[src/rtl/mem_access_ctrl_if.sv]
// Pipeline request/response and data-memory bus for the memory-stage access initiator.
// master: pipeline/memory side; slave: the access controller.
interface mem_access_ctrl_if #(
  parameter int WORD_SIZE = 16,
  parameter int ADDR_SIZE = 11
);
  logic                   req_valid;
  logic [2:0]             req_op;
  logic [ADDR_SIZE-1:0]   req_addr;
  logic [2*WORD_SIZE-1:0] req_wdata;
  logic                   stall;
  logic                   resp_valid;
  logic [2*WORD_SIZE-1:0] resp_rdata;
  logic                   mem_read;
  logic                   mem_write;
  logic [ADDR_SIZE-1:0]   mem_addr;
  logic [WORD_SIZE-1:0]   mem_wd;
  logic [WORD_SIZE-1:0]   mem_rd;

  modport master (
    output req_valid, req_op, req_addr, req_wdata, mem_rd,
    input  stall, resp_valid, resp_rdata, mem_read, mem_write, mem_addr, mem_wd
  );

  modport slave (
    input  req_valid, req_op, req_addr, req_wdata, mem_rd,
    output stall, resp_valid, resp_rdata, mem_read, mem_write, mem_addr, mem_wd
  );
endinterface

[src/rtl/mem_access_ctrl.sv]
// Memory-stage access initiator: loads/stores, stack pointer ownership and
// 32-bit stack transfers split into two 16-bit accesses with a one-cycle stall.
module mem_access_ctrl #(
  parameter int WORD_SIZE = 16,
  parameter int ADDR_SIZE = 11,
  parameter logic [ADDR_SIZE-1:0] SP_RESET = ADDR_SIZE'((2**ADDR_SIZE) - 1)
) (
  input  logic                 clk,
  input  logic                 rst,
  mem_access_ctrl_if.slave     bus,
  output logic [ADDR_SIZE-1:0] sp
);

  typedef enum logic {IDLE, SECOND} state_t;

  typedef enum logic [2:0] {
    OP_NOP    = 3'b000,
    OP_LOAD   = 3'b001,
    OP_STORE  = 3'b010,
    OP_PUSH   = 3'b011,
    OP_POP    = 3'b100,
    OP_PUSH32 = 3'b101,
    OP_POP32  = 3'b110,
    OP_RSVD   = 3'b111
  } op_t;

  state_t                 state, state_nx;
  op_t                    op_in, op_l;
  logic [WORD_SIZE-1:0]   wlo_l, hold_l;
  logic [ADDR_SIZE-1:0]   sp_up;
  logic                   accept, is32_req;
  logic                   sp_inc, sp_dec, rd_first32, rd_final;

  always_comb begin
    op_in    = op_t'(bus.req_op);
    sp_up    = sp + ADDR_SIZE'(1);
    accept   = (state == IDLE) && bus.req_valid && !(op_in inside {OP_NOP, OP_RSVD});
    is32_req = bus.req_valid && (op_in inside {OP_PUSH32, OP_POP32});
  end

  always_ff @(posedge clk) begin
    if (rst) state <= IDLE;
    else     state <= state_nx;
  end

  always_comb begin
    state_nx = state;
    case (state)
      IDLE:    if (accept && is32_req) state_nx = SECOND;
      SECOND:  state_nx = IDLE;
      default: state_nx = IDLE;
    endcase
  end

  always_comb begin
    bus.stall     = ((state == IDLE) && is32_req) || (state == SECOND);
    bus.mem_read  = 1'b0;
    bus.mem_write = 1'b0;
    bus.mem_addr  = '0;
    bus.mem_wd    = '0;
    sp_inc        = 1'b0;
    sp_dec        = 1'b0;
    rd_first32    = 1'b0;
    rd_final      = 1'b0;
    case (state)
      IDLE: begin
        if (accept) begin
          case (op_in)
            OP_LOAD: begin
              bus.mem_read = 1'b1;
              bus.mem_addr = bus.req_addr;
              rd_final     = 1'b1;
            end
            OP_STORE: begin
              bus.mem_write = 1'b1;
              bus.mem_addr  = bus.req_addr;
              bus.mem_wd    = bus.req_wdata[WORD_SIZE-1:0];
            end
            OP_PUSH: begin
              bus.mem_write = 1'b1;
              bus.mem_addr  = sp;
              bus.mem_wd    = bus.req_wdata[WORD_SIZE-1:0];
              sp_dec        = 1'b1;
            end
            OP_POP: begin
              bus.mem_read = 1'b1;
              bus.mem_addr = sp_up;
              sp_inc       = 1'b1;
              rd_final     = 1'b1;
            end
            OP_PUSH32: begin
              bus.mem_write = 1'b1;
              bus.mem_addr  = sp;
              bus.mem_wd    = bus.req_wdata[2*WORD_SIZE-1:WORD_SIZE];
              sp_dec        = 1'b1;
            end
            OP_POP32: begin
              bus.mem_read = 1'b1;
              bus.mem_addr = sp_up;
              sp_inc       = 1'b1;
              rd_first32   = 1'b1;
            end
            default: ;
          endcase
        end
      end
      SECOND: begin
        if (op_l == OP_PUSH32) begin
          bus.mem_write = 1'b1;
          bus.mem_addr  = sp;
          bus.mem_wd    = wlo_l;
          sp_dec        = 1'b1;
        end else begin
          bus.mem_read = 1'b1;
          bus.mem_addr = sp_up;
          sp_inc       = 1'b1;
          rd_final     = 1'b1;
        end
      end
      default: ;
    endcase
    // A write presented during reset must not reach the memory.
    if (rst && bus.mem_write) begin
      bus.mem_write = 1'b0;
      bus.mem_addr  = '0;
      bus.mem_wd    = '0;
    end
  end

  always_ff @(posedge clk) begin
    if (rst) begin
      sp             <= SP_RESET;
      op_l           <= OP_NOP;
      wlo_l          <= '0;
      hold_l         <= '0;
      bus.resp_valid <= 1'b0;
      bus.resp_rdata <= '0;
    end else begin
      if (sp_dec)      sp <= sp - ADDR_SIZE'(1);
      else if (sp_inc) sp <= sp_up;
      if (accept) begin
        op_l  <= op_in;
        wlo_l <= bus.req_wdata[WORD_SIZE-1:0];
      end
      if (rd_first32) hold_l <= bus.mem_rd;
      bus.resp_valid <= rd_final;
      if (rd_final) begin
        if (state == SECOND) bus.resp_rdata <= {bus.mem_rd, hold_l};
        else                 bus.resp_rdata <= {{WORD_SIZE{1'b0}}, bus.mem_rd};
      end
    end
  end

endmodule

[src/flat_wrapper.sv]
// flat-port wrapper written by rule: the top's interface ports become plain ports
module mem_access_ctrl_flat 
#(
  parameter int WORD_SIZE = 16,
  parameter int ADDR_SIZE = 11,
  parameter logic [ADDR_SIZE-1:0] SP_RESET = ADDR_SIZE'((2**ADDR_SIZE) - 1)
)
  (clk, rst, sp, bus_req_valid, bus_req_op, bus_req_addr, bus_req_wdata, bus_mem_rd, bus_stall, bus_resp_valid, bus_resp_rdata, bus_mem_read, bus_mem_write, bus_mem_addr, bus_mem_wd);
  mem_access_ctrl_if #(.WORD_SIZE(WORD_SIZE), .ADDR_SIZE(ADDR_SIZE)) bus_i ();
  input  logic clk;
  input  logic rst;
  output logic [ADDR_SIZE-1:0] sp;
  input wire logic [$bits(bus_i.req_valid)-1:0] bus_req_valid;
  input wire logic [$bits(bus_i.req_op)-1:0] bus_req_op;
  input wire logic [$bits(bus_i.req_addr)-1:0] bus_req_addr;
  input wire logic [$bits(bus_i.req_wdata)-1:0] bus_req_wdata;
  input wire logic [$bits(bus_i.mem_rd)-1:0] bus_mem_rd;
  output wire logic [$bits(bus_i.stall)-1:0] bus_stall;
  output wire logic [$bits(bus_i.resp_valid)-1:0] bus_resp_valid;
  output wire logic [$bits(bus_i.resp_rdata)-1:0] bus_resp_rdata;
  output wire logic [$bits(bus_i.mem_read)-1:0] bus_mem_read;
  output wire logic [$bits(bus_i.mem_write)-1:0] bus_mem_write;
  output wire logic [$bits(bus_i.mem_addr)-1:0] bus_mem_addr;
  output wire logic [$bits(bus_i.mem_wd)-1:0] bus_mem_wd;
  assign bus_i.req_valid = bus_req_valid;
  assign bus_i.req_op = bus_req_op;
  assign bus_i.req_addr = bus_req_addr;
  assign bus_i.req_wdata = bus_req_wdata;
  assign bus_i.mem_rd = bus_mem_rd;
  assign bus_stall = bus_i.stall;
  assign bus_resp_valid = bus_i.resp_valid;
  assign bus_resp_rdata = bus_i.resp_rdata;
  assign bus_mem_read = bus_i.mem_read;
  assign bus_mem_write = bus_i.mem_write;
  assign bus_mem_addr = bus_i.mem_addr;
  assign bus_mem_wd = bus_i.mem_wd;
  mem_access_ctrl #(.WORD_SIZE(WORD_SIZE), .ADDR_SIZE(ADDR_SIZE), .SP_RESET(SP_RESET)) u_core (.clk(clk), .rst(rst), .bus(bus_i), .sp(sp));
endmodule
[config.mk]
export PLATFORM = sky130hd
export DESIGN_NAME = mem_access_ctrl_flat
export DESIGN_NICKNAME = d
export VERILOG_FILES = /design/src/rtl/mem_access_ctrl_if.sv /design/src/rtl/mem_access_ctrl.sv /design/src/flat_wrapper.sv
export SDC_FILE = /design/constraint.sdc
export NUM_CORES = 1
export LEC_CHECK = 0
export BUFFER_PORTS_ARGS = -buffer_cell sky130_fd_sc_hd__buf_2
export CAP_MARGIN = 20
export CORE_ASPECT_RATIO = 1.25
export CORE_MARGIN = 3
export CORE_UTILIZATION = 47
export CTS_CLUSTER_SIZE = 12
export DETAILED_ROUTE_END_ITERATION = 10
export GPL_TIMING_DRIVEN = 0
export PLACE_DENSITY = 0.85
export SLEW_MARGIN = 20
export SYNTH_ARGS = -nofsm -noshare
export SYNTH_HDL_FRONTEND = slang
export SYNTH_SLANG_ARGS = --single-unit
[constraint.sdc]
create_clock -name clk -period 1.8 [get_ports clk]
set_input_delay 0.27 -clock clk [delete_from_list [all_inputs] [get_ports clk]]
set_output_delay 0.27 -clock clk [all_outputs]
set_load 0.1 [all_outputs]
==> impl_metrics.ini <==
[outcome]
status = complete, but fails checks
violations = setup timing

[drt]
first_iter_violations = 559
via_count = 5577
wl_um = 18920
viasPerCell = 6.316
postRouteAntennaNets = 0
drc_errors = 0
wl_per_cell_um = 21.42
drtPass1Iterations = 9

[logic_synthesis]
synth_edf_count = 0
syn_nets = 635
netlist_top_cells_count = dfxtp_1, nor2_1, nand2_1
synth_cell_type_count = 61
netlist.top_cell.by_area = dfxtp_1
yosys_warnings = 0
synthFlopType = dfxtp_1
synth_top_area_share_pct = 34.94
yosys_register_bits = 80
synth_most_common_cell = dfxtp_1
avgSynthCellArea_sq_um = 8.069
synth_area_leaders = dfxtp_1, mux2i_1, nor2_1
synth-async-reset-ratio_pct = 0
netlist_area_sq_mm = 0.004583
synthCells = 568
synth-seq-area-share_pct = 34.94

[global_route]
grt.total_usage_pct = 31.29
overflow = 0
grt_max_degree = 18
grt_pass1_wl_um = 26930
globalRouteMet3Util_pct = 7.474
grt_pass1_vias = 5346
top_usage_layer = met2
grt_use_met2_pct = 54.17
antenna_found_initial = 0
met1_usage_pct = 34.86

[placed_design]
finalWeightedCongestion = 0.9581
placed_area_sq_mm = 0.005858
dp_hpwl_um = 11260
portBuffers = 135

[cts]
clkLatencyLatePin_ns = 0.34
cts_tree = done
clockBufferDepth = 2
htree_levels = 3
cts_root_buf = clkbuf_16
cts.clk_slew.worst_paths_ns = 0.07
cts.sinks = 80
cts_buffers = 9

[floorplan]
row_count = 39
initial_core_util_pct = 49.17
die_height_um = 116.4
die_w_um = 94.33
dieArea_sq_mm = 0.01098
core_sq_mm = 0.009320
pin_count = 139

[cells_and_area]
final_area_sq_mm = 0.007556
antenna_cells = 0
drive_gt1_share_pct = 48.42
area_growth_syn_to_layout_pct = 64.86
nNetsFinal = 822

[sta]
hold_viol = 0
max-slew-margin-rel_pct = 55.35
fin_worst_skew_ns = 0.005543
fin_crit_ns = 2.511
slew_violations = 0
fmax_mhz = 398.3
fin_ws_ns = -0.7106
worst_pin_slew_ns = 0.6697
post-route-period-util_pct = 139.5
setup_viol = 64
finalSetupTns_ns = -19.71
rsz0062_at_grt = yes

[hold_path]
hold_class = primary input to register
holdPathStages = 3
hold_start = bus_req_wdata[8]
whs_endpoint = u_core.wlo_l[8]

[worst_setup_path]
crit_type = register to output port
worstReg2RegStart = u_core.state
reg2reg_depth = 12
worstReg2RegEnd = u_core.bus.resp_rdata[18]
path_max_fanout = 4
worstPathArrival_ns = 2.24
r2r_slack_ns = -0.12
setup.worst_path.end_class = output port
critPathRequiredTime_ns = 1.53
cp-start-kind = register

[power_and_ir_drop]
cellLeakagePower_nw = 3.003
powerDensity_mw_per_mm2 = 859.5
ir_worst_vdd_uv = 655.8

[flow_run]
cap_violations = 0
[state kept, by name, indices dropped and copies added (netlist names)]
name,count
u_core.bus.resp_rdata,32
u_core.hold_l,16
u_core.wlo_l,16
u_core.sp,11
u_core.op_l,3
u_core.bus.resp_valid,1
u_core.state,1
[cells in the final DEF (no fill, tap or decap), types with 13 or more instances in the layout]
cell type	instances
xnor2_1	14
nor2_1	43
mux2i_1	42
nand2_1	62
a222oi_1	16
a21oi_1	35
buf_12	31
buf_6	24
nand3_1	15
buf_2	109
dfxtp_1	65
a211oi_2	13
buf_4	37
nor2_4	24
[kinds of logic (layout without fill, tap and decap cells)]
group,after synthesis,in the layout,share of synthesized area [%]
xor+xnor,19,19,3.631
mux,44,44,9.664
buf+inv,64,256,7.153
fa+ha+maj,2,2,0.5459
compound gates,137,137,21.05
simple gates,222,222,23.01
flops,80,80,34.94
[final cells by class]
cell class                 instances  area [sq um]
clock buffer                      11         252.7
inverter                           5         23.77
clock inverter                     5         45.04
timing repair buffer             184          1585
buffer                            51         467.9
fill                             518          1764
multi-input combinational        424          3379
sequential                        80          1648
tap                              123         153.9
[what timing repair did]
| action | in CTS | in global routing |
|---|---|---|
| cloned | 2 | 4 |
| gates resized for setup | 174 | 96 |
| buffers inserted | 19 | 27 |
| pin swaps | 25 | 46 |
| endpoints found under the setup margin | 77 | 73 |
| hold buffers | 0 | 0 |
[critical path: stages, from the launching register on]
cell and delay, ns:
dfxtp_4 0.37, ha_4 0.16, and3_4 0.22, nand4_1 0.25
xnor2_1 0.28, a221oi_2 0.11, nor3_4 0.28, buf_12 0.21
[how the worst max path moves through the flow]
stage                                  end  cells after the start     startpoint  slack, ns
after floorplan            bus_mem_addr[7]                      6   u_core.sp[0]      -0.78
after global placement     bus_mem_addr[7]                      9  bus_req_op[1]      -0.75
after detailed placement   bus_mem_addr[7]                      9  bus_req_op[1]      -0.75
after CTS                 bus_mem_addr[10]                      8   u_core.state      -0.65
after global routing      bus_mem_addr[10]                      7   u_core.state      -0.74
final                     bus_mem_addr[10]                      7   u_core.sp[1]      -0.71
[per-layer routing]
layer / wire (um) / share of wire (%)
met1: 6664 / 35
met2: 9406 / 50
met3: 1675 / 8.9
met4: 1171 / 6.2
met5: 0 / 0
[power by group]
group          internal (mW)  switching [mW]
clock network           1.03           0.794
logic                  0.957            1.76
registers               1.86          0.0862
total                   3.85            2.64
[per-stage QoR]
stage	std cells	setup slack (ns)	hold slack (ns)	power [mW]	utilization [%]
after detailed placement	826	-0.7504	0.4398	4.079	62.85
after floorplan	568	-0.7785	0.4060	3.670	-
final	883	-0.7106	0.1943	6.494	81.07
after CTS	860	-0.6461	0.1768	6.160	75.19
after global placement	826	-0.7529	0.4370	4.045	62.85
after global routing	883	-0.7420	0.1949	6.688	81.07
Power figures use the tool's default switching activity.
